### src/rtl/fp_cond_sub_const.sv
// Conditional subtraction of a constant (2p) from a multi-digit sum, streamed LSD first.
// Digits are buffered during LOAD, then emitted one per cycle with a rippling borrow in OUT.
module fp_cond_sub_const #(
  parameter int unsigned               RADIX  = 32,
  parameter int unsigned               DIGITS = 14,
  parameter logic [RADIX*DIGITS-1:0]   CONST  = '0
) (
  input  logic             clk,
  input  logic             rst,
  input  logic             start,
  input  logic             digit_in_valid,
  input  logic [RADIX-1:0] digit_in,
  input  logic             carry_in,
  input  logic             cmp_valid,
  input  logic             sub_en,
  output logic             digit_out_valid,
  output logic [RADIX-1:0] digit_out,
  output logic             busy,
  output logic             done
);

  localparam int unsigned      PTR_W    = $clog2(DIGITS + 1);
  localparam int unsigned      IDX_W    = (DIGITS > 1) ? $clog2(DIGITS) : 1;
  localparam logic [PTR_W-1:0] LAST_PTR = PTR_W'(DIGITS);
  localparam logic [PTR_W-1:0] ONE_PTR  = PTR_W'(1);

  typedef enum logic [1:0] {
    ST_IDLE,
    ST_LOAD,
    ST_OUT
  } state_e;

  state_e           state_q;
  logic [PTR_W-1:0] wr_ptr_q;
  logic [PTR_W-1:0] wr_ptr_d;
  logic [PTR_W-1:0] rd_ptr_q;
  logic             borrow_q;
  logic             sub_q;
  logic             carry_q;
  logic             cmp_seen_q;
  logic             cmp_seen_d;
  logic             load_wr;
  logic [IDX_W-1:0] wr_idx;
  logic [IDX_W-1:0] rd_idx;
  logic [RADIX:0]   diff;

  logic [RADIX-1:0] digit_buf_q [DIGITS];
  logic [RADIX-1:0] const_dig   [DIGITS];

  for (genvar g = 0; g < DIGITS; g++) begin : g_const
    assign const_dig[g] = CONST[g*RADIX +: RADIX];
  end

  assign busy = (state_q != ST_IDLE);

  // NOTE: every signal assigned here gets a value on every path, so no latch is inferred.
  always_comb begin
    load_wr    = (state_q == ST_LOAD) && digit_in_valid && (wr_ptr_q < LAST_PTR);
    wr_ptr_d   = wr_ptr_q + PTR_W'(load_wr);
    cmp_seen_d = cmp_seen_q | ((state_q == ST_LOAD) && cmp_valid);
    wr_idx     = wr_ptr_q[IDX_W-1:0];
    rd_idx     = (rd_ptr_q < LAST_PTR) ? rd_ptr_q[IDX_W-1:0] : '0;
    // The extra top bit of the difference is the borrow-out of this digit.
    diff       = {1'b0, digit_buf_q[rd_idx]} - {1'b0, const_dig[rd_idx]}
               - {{RADIX{1'b0}}, borrow_q};
  end

  // NOTE: the digit buffer has no reset; each LOAD writes every entry before OUT reads it.
  always_ff @(posedge clk) begin
    if (load_wr) begin
      digit_buf_q[wr_idx] <= digit_in;
    end
  end

  // NOTE: state is updated with non-blocking assignments so every branch sees pre-edge values.
  always_ff @(posedge clk or negedge rst) begin
    if (!rst) begin
      state_q         <= ST_IDLE;
      wr_ptr_q        <= '0;
      rd_ptr_q        <= '0;
      borrow_q        <= 1'b0;
      sub_q           <= 1'b0;
      carry_q         <= 1'b0;
      cmp_seen_q      <= 1'b0;
      digit_out       <= '0;
      digit_out_valid <= 1'b0;
      done            <= 1'b0;
    end else begin
      digit_out       <= '0;
      digit_out_valid <= 1'b0;
      done            <= 1'b0;
      case (state_q)
        ST_IDLE: begin
          if (start) begin
            wr_ptr_q   <= '0;
            rd_ptr_q   <= '0;
            borrow_q   <= 1'b0;
            cmp_seen_q <= 1'b0;
            state_q    <= ST_LOAD;
          end
        end
        ST_LOAD: begin
          wr_ptr_q   <= wr_ptr_d;
          cmp_seen_q <= cmp_seen_d;
          if (cmp_valid) begin
            sub_q   <= sub_en;
            carry_q <= carry_in;
          end
          // Look at next-state values so a last digit and cmp_valid in one cycle leave at once.
          if ((wr_ptr_d == LAST_PTR) && cmp_seen_d) begin
            state_q <= ST_OUT;
          end
        end
        ST_OUT: begin
          if (rd_ptr_q != LAST_PTR) begin
            digit_out_valid <= 1'b1;
            rd_ptr_q        <= rd_ptr_q + ONE_PTR;
            if (sub_q) begin
              digit_out <= diff[RADIX-1:0];
              borrow_q  <= diff[RADIX];
            end else begin
              digit_out <= digit_buf_q[rd_idx];
              borrow_q  <= 1'b0;
            end
          end else begin
            done    <= 1'b1;
            state_q <= ST_IDLE;
          end
        end
        default: state_q <= ST_IDLE;
      endcase
    end
  end

  // A final borrow is only legal when the upstream carry absorbs it.
  a_no_underflow: assert property (
    @(posedge clk) disable iff (!rst)
    ((state_q == ST_OUT) && (rd_ptr_q == LAST_PTR) && sub_q) |-> (carry_q || !borrow_q)
  );

endmodule

### config.mk
export PLATFORM = sky130hd
export DESIGN_NAME = fp_cond_sub_const
export DESIGN_NICKNAME = d
export VERILOG_FILES = /design/src/rtl/fp_cond_sub_const.sv
export SDC_FILE = /design/constraint.sdc
export NUM_CORES = 1
export LEC_CHECK = 0
export CORE_ASPECT_RATIO = 2
export CORE_MARGIN = 2
export CORE_UTILIZATION = 65
export CTS_CLUSTER_SIZE = 14
export DETAILED_ROUTE_END_ITERATION = 7
export HOLD_SLACK_MARGIN = 0.12
export PLACE_DENSITY = 0.84
export SLEW_MARGIN = 10
export SYNTH_ARGS = -nofsm -noshare
export SYNTH_HDL_FRONTEND = slang
export SYNTH_SLANG_ARGS = --single-unit
### constraint.sdc
create_clock -name clk -period 9.69 [get_ports clk]
set_clock_uncertainty 0.1 [all_clocks]
set_input_delay 1.938 -clock clk [delete_from_list [all_inputs] [get_ports clk]]
set_output_delay 1.938 -clock clk [all_outputs]
set_load 0.01 [all_outputs]
# Word-level counts from Yosys, hierarchy flattened
# Memories as Yosys holds them, arrays and structs flattened.
# Index checks and enable logic that the tools add are counted.
# totals
input_bits	39
output_inout_bits	35
mem_bits_rw	448
memories	2
mem_bits_ro	512
register_bits	47
wordCells	65
# op_classes
eq_ne	8
n_reduce_logical	12
muxes	25
add_sub_neg	4
n_lt_le_gt_ge	3
n_bitwise	2
# memory_table
memory	depth	width	read_ports	rd_ports_with_merged_regs	wr	line	text
(no name shown)	16	32	1	0	0	64	diff = {1'b0, digit_buf_q[rd_idx]} - {1'b0, const_dig[rd_idx]}
digit_buf_q	14	32	1	0	1	47	logic [RADIX-1:0] digit_buf_q [DIGITS];
# op_table
cell	count
$mux 32	5
$sub 32x32->33	1
$sub 33x1->33	1
$pmux 4 s2	2
$mux 4	3
$mux 1	9
$lt 4x4->1 const B	2
$mux 2	3
$ne 2x2->1 const B	3
$pmux 2 s3	1
$reduce_and 3->1	2
$reduce_bool 2->1	3
$ge 5x5->1 const B	1
$not 4->5	1
$add 4x1->4	1
$add 4x1->4 const B	1
$eq 4x4->1 const B	1
$logic_and 1x1->1	4
$ne 4x4->1 const B	1
$pmux 1 s2	2
$reduce_and 2->1	2
$eq 2x1->1 const B	1
$eq 2x2->1 const B	1
$logic_not 2->1	1
2 further kinds	2

# Logic depth before layout (Yosys ltp)
# logic_depth
word_depth	11
ltp_mapped	20
mapped_depth_nobuf	14

# Least setup slack after synthesis
# No wires, ideal clock.
# synth_timing
kind	input-to-reg
start	in digit_in_valid
end	mem digit_buf_q[0][0] (enable)
t_arrival_ns	4.593
setup_ns	0.461
path_slack_ns	4.536
required_ns	9.129
n_path_buf	0
path_stages	3
cell_sequence	nand2_1 > or3_1 > nor3_1
# synth_via
elab_chain_len	4
# synth_lines
item	line	text
from (decl)	11	input logic digit_in_valid,
$logic_and 1x1->1 (2 in a row)	58	load_wr = (state_q == ST_LOAD) && digit_in_valid && (wr_ptr_q < LAST_PTR);
$mux 1	70	if (load_wr) begin
$mux 1 (not written as such)	71	digit_buf_q[wr_idx] <= digit_in;
to (decl)	47	
# Every way passes these cells.

# Worst setup path after layout
# layout_timing
start	reg rd_ptr_q[0]
end	reg digit_out[20]
# layout_via
elab_chain_len	11
word_cells_on_any_way	13
cone_classes	2 x add/sub; 1 x order compare; 1 x eq/ne; 6 x mux; 1 x bitwise; 2 x memory
# layout_lines
item	line	text
from (decl)	36	logic [PTR_W-1:0] rd_ptr_q;
from (signal assigned)	117	rd_ptr_q <= rd_ptr_q + ONE_PTR;
$lt 4x4->1	62	rd_idx = (rd_ptr_q < LAST_PTR) ? rd_ptr_q[IDX_W-1:0] : '0;
$mux 4	62	
$not 4->5 (not written as such)	64	
$mem_v2 16x32	n/a	
$mux 32 (not written as such) (2 in a row)	64	
$sub 32x32->33	64	
$sub 33x1->33	65	- {{RADIX{1'b0}}, borrow_q};
$mux 32	118	if (sub_q) begin
$mux 32 *	115	if (rd_ptr_q != LAST_PTR) begin
$mux 32 *	92	case (state_q)
to (signal assigned)	119	digit_out <= diff[RADIX-1:0];
to (signal assigned)	122	digit_out <= digit_buf_q[rd_idx];
to (decl)	17	output logic [RADIX-1:0] digit_out,
# Mark *: on every way between the ends. The rest lies on a longest branch, timed or not. The select of a mux whose other input is x is not followed.
# A chain may end at the register's enable or synchronous reset.

==> results.txt <==
The number of global-route vias before repair was 12200; the fraction of registers with async set/reset was 0.0949. The floorplan die width works out to 129 um. The first detailed-routing pass took 6 iterations. For this run, the number of Yosys warnings is 0. The number of vias per cell after detailed routing is 7.06, and the share of the synthesized area in compound gates (AO/OA/AOI/OAI) is 0.0820. The clock network fraction of design power came out at 0.260. In the final routed layout, each cell accounts on average for 29.6 um.

The clock passes through at most 3 buffers. The tools report the post-layout instance count excluding filler cells as 1728. The count of buffers added on input and output ports is 72.

For the pin with the worst max-slew slack, the measured transition is 1.06 ns. Cell internal power was estimated by the tool at 0.00392 W. After technology mapping, the gate count stands at 1266. The number of maximum-capacitance constraint violations came out at 0. Setup repair after global routing left no endpoint under its margin. The run gives 0.319 as the total global-route track usage. For the final worst-path setup slack, the log shows 4.63 ns.

The library cell used most frequently in the layout, excluding fill and tap cells, is sky130_fd_sc_hd__edfxtp_1. TritonCTS built the clock tree. The worst-case vdd ir drop was 0.000151 V; the final period utilization was 0.523. The number of antenna violations at the first check in global routing was 1; the count of final setup violators was 0.

The floorplan step defined a die boundary enclosing 0.0327 mm^2. By area, the combinational part of the netlist is dominated by multiplexers. The most used flip-flop cell after synthesis is sky130_fd_sc_hd__edfxtp_1. After detailed routing, the number of remaining DRC violations is 0. The setup total negative slack came out at 0 ns. The number of hold violations in the final report is 0, and the number of design-rule violations left by the first detailed-router iteration is 1560. For the data required time at the worst endpoint, the log shows 10.01 ns. The routed layout has 12200 vias. Post-cts sizing count: 0.

For the sequential element share of the synthesized area, the log shows 0.723. The switching part of the total power is 0.326. The max-slew violation count is 0, and the normalized max-slew margin is 0.292.

Buffers inserted during clock tree synthesis total 42. Summed over all nets, the switching power comes to 0.00190 W. The run gives 1384 as the final layout net count. For the pin count of the biggest net entering global routing, the log shows 124. The type of destination of the critical path was a register.

The proportion of layout cells with a drive suffix above 1 was 0.132. Measured along the y axis, the die boundary spans 254 um. For the relative contribution of combinational cells to total power, the log shows 0.281. The initial core utilization is 0.659, and the critical path arrival is 5.38 ns.

Clock-pin slew was measured on the worst setup and hold paths at 0.07 ns. The setup path with the least slack is of type register to register. Counting flops and latches in the post-synthesis netlist gives 495.

The simple-gate share of the synthesized area came out at 0.0604. The slowest stage of the critical path belongs to the cell sky130_fd_sc_hd__dfrtp_4. Post-route antenna net violation count: 0. After layout, the design draws a total of 0.00582 W.

Global route total overflow: 0. The pre-CTS setup slack is 4.79 ns, and the synthesis-to-layout area growth is 11.4%. The clock net in this run drives a total of 495 sinks. The I/O pin total was 74; the relative contribution of sequential cells to total power was 0.459. Traced cell by cell, the critical path runs through buf_12, mux4_2, o21ai_0, a32o_1, ha_1, o2111ai_1, nor3_1, nand4bb_1, nor4_1, xor2_1, nor2_1.

The maximum level of the CTS H-tree came out at 2. Xor and xnor fraction of the mapped netlist area: 0.0112. The synthesized design contains 448 enable-type register cells. The number of setup buffers added after CTS is 0. The cell area after synthesis is 0.0202 mm^2. The top cell types in the final layout, fill and taps aside, are 448 x sky130_fd_sc_hd__edfxtp_1, 112 x sky130_fd_sc_hd__mux2i_1, 71 x sky130_fd_sc_hd__clkdlybuf4s50_1. Including well taps, the total number of placed cells is 1667. The cell sitting at the root of the clock tree is a sky130_fd_sc_hd__clkbuf_16. Averaged over all synthesized cells, the footprint is 16.0 um^2. The run finished with clean final reports. Routability-driven placement finished with a final weighted congestion of 0.885. The first global-routing pass estimated 74500 um of wire. The highest net fanout along the worst path was 123; the net count of the mapped netlist was 1311. Yosys mapped the design onto 79 distinct sky130hd cell types.

For this design, the CTS-stage hold fixing added 0 buffers. The largest stage delay on the critical path is 0.80 ns. The worst min-delay path category is register to register. After layout, the minimum clock period comes to 5.06 ns. For the clock latency on the worst-skew pair, the log shows 0.55 ns.

The initialized floorplan defines 91 standard-cell rows. The worst setup path is launched from a register. Summed over all layers, the routed wires come to 51200 um. Summed over all cells, the static leakage comes to 7.14 nW.

Detailed placement ended at an HPWL of 28600 um. Power spread over the standard cell area amounts to 258 mW/mm^2. The area of the core was 0.0307 mm^2; the fraction of the mapped netlist area in adder cells was 0.00371. Timing would allow up to 197 MHz.

The mux contribution to synthesized area works out to 0.0984.
[metal layers]
metal / track usage / vias up / part of all wire
met2: 0.532 / 923 / 0.50
met3: 0.0573 / 241 / 0.10
met5: 0 / - / 0.00021
met4: 0.211 / 2 / 0.077
li1: - / 5092 / -
met1: 0.376 / 5946 / 0.32
[per-stage QoR]
step | area, um^2 | hold WS, ns | util
floorplan | 20200 | 0.350 | -
global placement | 21400 | 0.379 | 0.695
detailed placement | 21400 | 0.388 | 0.695
CTS | 22500 | 0.401 | 0.733
global route | 22500 | 0.432 | 0.733
finish | 22500 | 0.404 | 0.733
[registers in the layout, indices dropped and copies added, names as in the netlist]
register / flops
borrow_q: 1
digit_buf_q: 448
sub_q: 1
digit_out: 32
cmp_seen_q: 1
digit_out_valid: 1
state_q: 2
done: 1
rd_ptr_q: 4
wr_idx: 4
[layout make-up]
type | count | area [um^2]
antenna | 2 | 5.00
clock buffer | 52 | 1130
clock inverter | 7 | 32.5
fill | 1750 | 8200
inverter | 7 | 26.3
multi-input combinational | 689 | 5280
sequential | 495 | 14600
tap | 372 | 465
timing repair buffer | 104 | 968
[critical path, delay by kind of cell, from the launching register on]
family          cells  cell delay [ns]
simple gates        4             1.14
compound gates      3             0.95
flops               1             0.80
mux                 1             0.61
buf+inv             1             0.54
xor+xnor            1             0.31
fa+ha+maj           1             0.25
[cells by family after synthesis]
group / Yosys count
flip-flops: 495
AND/OR/NAND/NOR: 234
AO/OA/AOI/OAI: 253
adder cells (fa/ha/maj): 6
XOR/XNOR: 26
buffers and inverters: 82
multiplexers: 170
[path summary, 6_finish.rpt]
| check | start | to | slack, ns | depth (start not counted) |
|---|---|---|---|---|
| min in group asynchronous | rst | cmp_seen_q | 1.45 | 1 |
| max | rd_ptr_q[0] | digit_out[20] | 4.63 | 11 |
| min reg2reg | borrow_q | borrow_q | 0.40 | 2 |
| max reg2reg | rd_ptr_q[0] | digit_out[20] | 4.63 | 11 |
| min | borrow_q | borrow_q | 0.40 | 2 |
| max in group asynchronous | rst | rd_ptr_q[0] | 7.32 | 1 |
[synth_stat cells (5+ instances only)]
| master | number | share of area |
|---|---|---|
| sky130_fd_sc_hd__a211oi_1 | 7 | 0.0026 |
| sky130_fd_sc_hd__a21oi_1 | 63 | 0.016 |
| sky130_fd_sc_hd__a221oi_1 | 18 | 0.0078 |
| sky130_fd_sc_hd__a22o_1 | 5 | 0.0022 |
| sky130_fd_sc_hd__a22oi_1 | 5 | 0.0019 |
| sky130_fd_sc_hd__a31oi_1 | 6 | 0.0019 |
| sky130_fd_sc_hd__a32o_1 | 5 | 0.0025 |
| sky130_fd_sc_hd__and2_0 | 7 | 0.0022 |
| sky130_fd_sc_hd__buf_2 | 27 | 0.0067 |
| sky130_fd_sc_hd__buf_6 | 11 | 0.0061 |
| sky130_fd_sc_hd__clkbuf_1 | 28 | 0.0052 |
| sky130_fd_sc_hd__dfrtp_1 | 47 | 0.058 |
| sky130_fd_sc_hd__edfxtp_1 | 448 | 0.66 |
| sky130_fd_sc_hd__ha_1 | 6 | 0.0037 |
| sky130_fd_sc_hd__inv_1 | 6 | 0.0011 |
| sky130_fd_sc_hd__mux2_2 | 37 | 0.021 |
| sky130_fd_sc_hd__mux2i_1 | 112 | 0.055 |
| sky130_fd_sc_hd__mux4_2 | 19 | 0.021 |
| sky130_fd_sc_hd__nand2_1 | 52 | 0.0096 |
| sky130_fd_sc_hd__nand2b_1 | 14 | 0.0043 |
| sky130_fd_sc_hd__nand3_1 | 20 | 0.0049 |
| sky130_fd_sc_hd__nor2_1 | 66 | 0.012 |
| sky130_fd_sc_hd__nor2b_1 | 5 | 0.0015 |
| sky130_fd_sc_hd__nor3_1 | 16 | 0.0040 |
| sky130_fd_sc_hd__nor4_1 | 9 | 0.0028 |
| sky130_fd_sc_hd__o211ai_1 | 5 | 0.0019 |
| sky130_fd_sc_hd__o21a_1 | 5 | 0.0019 |
| sky130_fd_sc_hd__o21ai_0 | 62 | 0.015 |
| sky130_fd_sc_hd__o221ai_1 | 7 | 0.0030 |
| sky130_fd_sc_hd__o22ai_1 | 21 | 0.0065 |
| sky130_fd_sc_hd__or3_1 | 7 | 0.0022 |
| sky130_fd_sc_hd__xnor2_1 | 19 | 0.0082 |
| sky130_fd_sc_hd__xor2_1 | 7 | 0.0030 |
[power groups by stage]
stage               Sequential [W]  Combinational [W]  Clock (W)
finish                     0.00267            0.00164    0.00151
global route               0.00268            0.00170    0.00159
CTS                        0.00267            0.00160    0.00152
detailed placement         0.00271            0.00158          0
global placement           0.00270            0.00155          0
floorplan                  0.00264            0.00109          0
Note: power is estimated with default switching activity, not from simulation.
